## src/rtl/fsm_reg_array.sv

```systemverilog
`default_nettype none
// ============================================================================
// Module   : fsm_reg_array
// Purpose  : WIDTH x DEPTH register array sequenced by a small FSM.
//            After reset a hardware sweep writes INIT_VAL to every entry.
//            Reads and writes are then served over a valid/ready command
//            port, and reads return data over a back-pressured response
//            port. A watch port mirrors one entry and flags when a command
//            write changes it.
// Revision : 1.0 - initial release
// ----------------------------------------------------------------------------
// Ports:
//   clk            in   clock, rising edge
//   reset          in   asynchronous reset, active low
//   cmd_valid      in   command offered
//   cmd_ready      out  command accepted this cycle (IDLE only)
//   cmd_write      in   1 = write, 0 = read
//   cmd_addr       in   [ADDR_W-1:0] entry index
//   cmd_data       in   [WIDTH-1:0]  write data
//   rsp_valid      out  read data available
//   rsp_ready      in   consumer takes read data
//   rsp_data       out  [WIDTH-1:0]  read data
//   watch_data     out  [WIDTH-1:0]  live contents of entry WATCH_IDX
//   watch_changed  out  one-cycle pulse after a write that changed WATCH_IDX
//   init_done      out  init sweep complete
// ----------------------------------------------------------------------------
// Build option:
//   FSM_REG_ARRAY_TRACE_EN - when defined, accepted and dropped writes are
//                            printed in simulation. Hardware is unchanged.
// ============================================================================
module fsm_reg_array #(
  parameter int unsigned      WIDTH     = 32,
  parameter int unsigned      DEPTH     = 4,
  parameter int unsigned      ADDR_W    = 2,
  parameter logic [WIDTH-1:0] INIT_VAL  = '0,
  parameter int unsigned      WATCH_IDX = 3
) (
  input  logic              clk,
  input  logic              reset,
  input  logic              cmd_valid,
  output logic              cmd_ready,
  input  logic              cmd_write,
  input  logic [ADDR_W-1:0] cmd_addr,
  input  logic [WIDTH-1:0]  cmd_data,
  output logic              rsp_valid,
  input  logic              rsp_ready,
  output logic [WIDTH-1:0]  rsp_data,
  output logic [WIDTH-1:0]  watch_data,
  output logic              watch_changed,
  output logic              init_done
);

  typedef enum logic [1:0] {
    S_INIT = 2'd0,
    S_IDLE = 2'd1,
    S_RESP = 2'd2
  } state_t;

  // DEPTH held one bit wider than the address so the range compare is exact
  // even when DEPTH == 2**ADDR_W.
  localparam logic [ADDR_W:0]   c_DEPTH = (ADDR_W+1)'(DEPTH);
  localparam logic [ADDR_W-1:0] c_LAST  = ADDR_W'(DEPTH - 1);
  localparam logic [ADDR_W-1:0] c_WATCH = ADDR_W'(WATCH_IDX);

  state_t             r_state;
  logic [ADDR_W-1:0]  r_ptr;
  logic [WIDTH-1:0]   r_mem [DEPTH];

  logic               w_accept;
  logic               w_in_range;
  logic               w_cmd_wr;
  logic [WIDTH-1:0]   w_rd_data;
  logic               w_mem_we;
  logic [ADDR_W-1:0]  w_mem_addr;
  logic [WIDTH-1:0]   w_mem_wdata;

  // cmd_ready is only ever high in IDLE, so an accept implies IDLE.
  assign w_accept   = cmd_valid & cmd_ready;
  assign w_in_range = ({1'b0, cmd_addr} < c_DEPTH);
  assign w_cmd_wr   = w_accept & cmd_write & w_in_range;
  // Out-of-range reads return zero; no aliasing onto real entries.
  assign w_rd_data  = w_in_range ? r_mem[cmd_addr] : '0;

  // One write port shared between the init sweep and command writes.
  assign w_mem_we    = (r_state == S_INIT) | w_cmd_wr;
  assign w_mem_addr  = (r_state == S_INIT) ? r_ptr : cmd_addr;
  assign w_mem_wdata = (r_state == S_INIT) ? INIT_VAL : cmd_data;

  assign watch_data  = r_mem[c_WATCH];

  // Storage carries no reset: contents are defined by the sweep instead.
  always_ff @(posedge clk) begin
    if (reset && w_mem_we) begin
      r_mem[w_mem_addr] <= w_mem_wdata;
    end
  end

  always_ff @(posedge clk or negedge reset) begin
    if (!reset) begin
      r_state       <= S_INIT;
      r_ptr         <= '0;
      cmd_ready     <= 1'b0;
      rsp_valid     <= 1'b0;
      rsp_data      <= '0;
      watch_changed <= 1'b0;
      init_done     <= 1'b0;
    end else begin
      watch_changed <= 1'b0;
      case (r_state)
        S_INIT: begin
          r_ptr <= r_ptr + 1'b1;
          if (r_ptr == c_LAST) begin
            r_state   <= S_IDLE;
            cmd_ready <= 1'b1;
            init_done <= 1'b1;
          end
        end

        S_IDLE: begin
          if (w_accept) begin
            if (cmd_write) begin
              // Compare against the pre-write value still held this cycle.
              if (w_in_range && (cmd_addr == c_WATCH) &&
                  (cmd_data != r_mem[c_WATCH])) begin
                watch_changed <= 1'b1;
              end
`ifdef FSM_REG_ARRAY_TRACE_EN
              if (w_in_range) begin
                $display("fsm_reg_array[%0d] = %h", cmd_addr, cmd_data);
              end else begin
                $display("fsm_reg_array drop %0d", cmd_addr);
              end
`endif
            end else begin
              rsp_data  <= w_rd_data;
              rsp_valid <= 1'b1;
              cmd_ready <= 1'b0;
              r_state   <= S_RESP;
            end
          end
        end

        S_RESP: begin
          if (rsp_ready) begin
            rsp_valid <= 1'b0;
            cmd_ready <= 1'b1;
            r_state   <= S_IDLE;
          end
        end

        default: begin
          r_state   <= S_INIT;
          r_ptr     <= '0;
          cmd_ready <= 1'b0;
          rsp_valid <= 1'b0;
        end
      endcase
    end
  end

endmodule
`default_nettype wire

```

## config.mk

```make
export PLATFORM = sky130hd
export DESIGN_NAME = fsm_reg_array
export DESIGN_NICKNAME = d
export VERILOG_FILES = /design/src/rtl/fsm_reg_array.sv
export SDC_FILE = /design/constraint.sdc
export NUM_CORES = 1
export LEC_CHECK = 0
export BUFFER_PORTS_ARGS = -buffer_cell sky130_fd_sc_hd__clkbuf_2
export CORE_ASPECT_RATIO = 1.25
export CORE_UTILIZATION = 61
export CTS_CLUSTER_DIAMETER = 200
export DETAILED_ROUTE_END_ITERATION = 8
export PLACE_DENSITY_LB_ADDON = 0.05
export SETUP_SLACK_MARGIN = 0.1
export SLEW_MARGIN = 5
export SYNTH_ARGS = -nofsm -noshare
export SYNTH_HDL_FRONTEND = slang
export SYNTH_SLANG_ARGS = --single-unit
```

## constraint.sdc

```tcl
create_clock -name clk -period 6.45 [get_ports clk]
set_input_delay 1.29 -clock clk [delete_from_list [all_inputs] [get_ports clk]]
set_output_delay 1.29 -clock clk [all_outputs]
set_load 0.01 [all_outputs]
```

==> key figures <==
Drt
  – Post-route ant nets: 0
  – Total DRC errors in the routed layout: 0
  – DR vias: around 3700
  – Routed wire per std cell: between 20 and 25 um
  – Post-Route WL: 13300 um
  – Drt pass-1 iters: 4
  – DR iter-0 viols: between 150 and 200
  – Routed vias/inst: 5.85

Power
  – Overall power: 0.00220 W
  – Static Leak: between 3 and 4 nW
  – PwrDens: 271 nW/um^2
  – Maximum vdd drop: roughly 170 uV

Floorplan
  – Die height: ~120 um
  – Initial Utilization: between 60% and 70%
  – DIE WIDTH: 97.2 um
  – Core area: between 10000 and 15000 um^2
  – Die area: between 10000 and 15000 um^2
  – IO Pins: roughly 110
  – Std-Cell Rows: 43

Timing
  – Final hold violation count: 0
  – Fin worst setup slack: a little under 3 ns
  – Fmax: around 280 MHz
  – Slew Viols, Final: 0
  – Final critical-path share of the clock period: a little over half
  – Unrepaired setup endpoints after global routing: false
  – Worst slew margin relative to its limit: 16.5%
  – Final setup skew: 0.00937 ns
  – # setup viols final: 0
  – Post-route minimum period: ~3.5 ns
  – Worst-Margin Slew: roughly 1.3 ns
  – Post-route setup TNS: 0 ns

Clocking
  – Root Driver: clkbuf_16
  – # hold bufs at CTS: 0
  – Setup Buffers After CTS: 0
  – H-tree Lvls: 4
  – CTS tree: done
  – Clk sink count: about 170
  – Post-cts sizing count: 0
  – Worst-Skew Late Latency: between 0.4 and 0.5 ns
  – Num CTS Buffers: 17
  – CTS Buffer Depth: 2
  – Reg clk slew, reported paths: 0.06 ns

Place
  – Routability Congestion: around 0.73
  – I/O Buffers: ~110
  – Setup WS pre-CTS: 2.42 ns
  – DPL Wire Length: roughly 8400 um
  – Area after DPL: approximately 7600 um^2

GRT
  – GRT Util Overall: 24.1%
  – Vias in the first global route: 3764
  – Initial antenna violation count: 0
  – First-pass GRT wire length: 20700 um
  – Remaining global-route overflow: 0
  – Largest net degree at the start of global routing: 45

Finish
  – Nets: roughly 530
  – Register area: between 4000 and 5000 um^2
  – Multi-input combinational cell area: 1970 um^2
  – Diode count: 0
  – Share of cells above drive strength 1: between 40 and 50%
  – Final Instance Area: about 8000 um^2
  – Layout overhead on the synthesized area: 17.5%
  – Layout fillers: slightly above 700

Yosys
  – Yosys warns: 0
  – Cells after Synth: around 370
  – FF+latch count, synth: approximately 170
  – Sequential area share after synthesis: 70.1%
  – Synth cell types: 34
  – Syn_nets: about 410
  – Cell area after synthesis: a little under 7000 um^2
  – Syn avg cell area: between 15 and 20 um^2

Setup path
  – Critical path arrival: around 3.5 ns
  – Worst setup SP type: input port
  – Crit Path Max Fanout: 41
  – Crit path capture type: flip-flop
  – Critical path required time: approximately 6.5 ns
  – Setup CP Type: input port to flip-flop

Worst hold path
  – Worst min-delay path class: flip-flop to flip-flop

Run status
  – Status: finished clean

Flow run
  – Max-cap violations: 0
[through the flow]
step	util, %	hold WS (ns)	instances
detailed placement	68.2	0.460	598
CTS	73.3	0.476	630
global route	73.3	0.524	630
floorplan	-	0.504	369
finish	73.3	0.472	630
global placement	68.2	0.456	598
[critical path, cell delays in order]
cell and delay, ns:
clkbuf_2 0.08, buf_4 0.47, o21ai_0 0.57, a21oi_4 1.11
[worst paths after layout]
kind | startpoint | end | slack, ns | cells after the start
min reg2reg | init_done$_DFFE_PN0P_ | init_done$_DFFE_PN0P_ | 0.47 | 1
max | reset | r_mem[3][31]$_DFFE_PP_ | 2.93 | 4
min | init_done$_DFFE_PN0P_ | init_done$_DFFE_PN0P_ | 0.47 | 1
max in group asynchronous | reset | rsp_data[20]$_DFFE_PN0P_ | 5.10 | 2
max reg2reg | r_state[0]$_DFFE_PN0P_ | r_mem[3][31]$_DFFE_PP_ | 3.64 | 5
min in group asynchronous | reset | init_done$_DFFE_PN0P_ | 0.97 | 2
[final cells by class]
class	count	area share, %
Multi-Input combinational cell	180	24.2
Tap cell	135	2.08
Sequential cell	168	59.7
Clock inverter	11	1.31
Timing Repair Buffer	111	7.00
Inverter	4	0.185
Clock buffer	21	5.55
[logic make-up (layout without fill, tap and decap cells)]
kind of cell	after synthesis	in the layout	share of synthesized area, %
buffers and inverters	21	147	1.92
adders and majority gates	5	5	0.905
DFF	168	168	70.1
muxes	66	66	16.2
and+or+nand+nor	65	65	5.49
xor gates and xnor gates	32	32	4.06
AOI/OAI and AO/OA	12	12	1.29
[report_power, final]
part           switching (W)  internal, W  total [W]
Clock               0.000378     0.000574   0.000952
Combinational      0.0000450    0.0000388  0.0000838
Sequential                 0      0.00117    0.00117
[cell usage after synthesis]
cell type	instances	area share, %
clkbuf_1	7	0.38
nor2b_1	34	3.1
xnor2_1	32	4.1
a2bb2oi_1	1	0.13
dfrtp_1	40	14
mux2_1	1	0.16
nor4_1	2	0.18
o21ai_0	3	0.22
ha_1	5	0.91
mux2_2	33	5.4
buf_1	1	0.054
mux4_2	27	8.8
a21oi_1	1	0.072
nor2_1	6	0.33
a211oi_1	1	0.11
nand3_1	3	0.22
a221o_1	1	0.14
and3_1	1	0.091
nand2_1	5	0.27
buf_2	5	0.36
buf_6	2	0.33
nand4_1	8	0.72
nor3b_1	1	0.11
a22o_1	1	0.13
or2_1	1	0.091
buf_12	2	0.58
o31ai_1	1	0.11
a31oi_1	1	0.091
inv_1	4	0.22
mux4_1	5	1.9
nand3b_1	2	0.22
o32a_1	2	0.29
edfxtp_1	128	56
nand2b_1	2	0.18
[metal layers]
metal / global-route usage, % / share of wire, % / up-vias / wire length [um]
li1: - / - / 1655 / -
met5: 0 / 0 / - / 0
met4: 8.30 / 1.1 / 0 / 145
met1: 32.6 / 42 / 1911 / 5610
met2: 39.8 / 53 / 107 / 6990
met3: 4.61 / 4.1 / 11 / 547
[cells in the final DEF (no fill, tap or decap), types with 4 or more instances in the layout]
cell type	Yosys	layout
inv_1	4	4
nand2_1	5	5
buf_4	0	5
clkbuf_16	0	17
mux4_2	27	27
nand4_1	8	8
mux2_2	33	33
ha_1	5	5
nor2b_1	34	34
mux4_1	5	5
clkbuf_2	0	106
xnor2_1	32	32
clkinv_2	0	6
dfrtp_1	40	40
edfxtp_1	128	128
[registers in the layout, indices dropped and copies added, names as in the netlist]
name and flops:
rsp_valid 1, r_ptr 2, rsp_data 32, cmd_ready 1, init_done 1, r_state 2
r_mem 128, watch_changed 1
(Power assumes the default switching activity.)
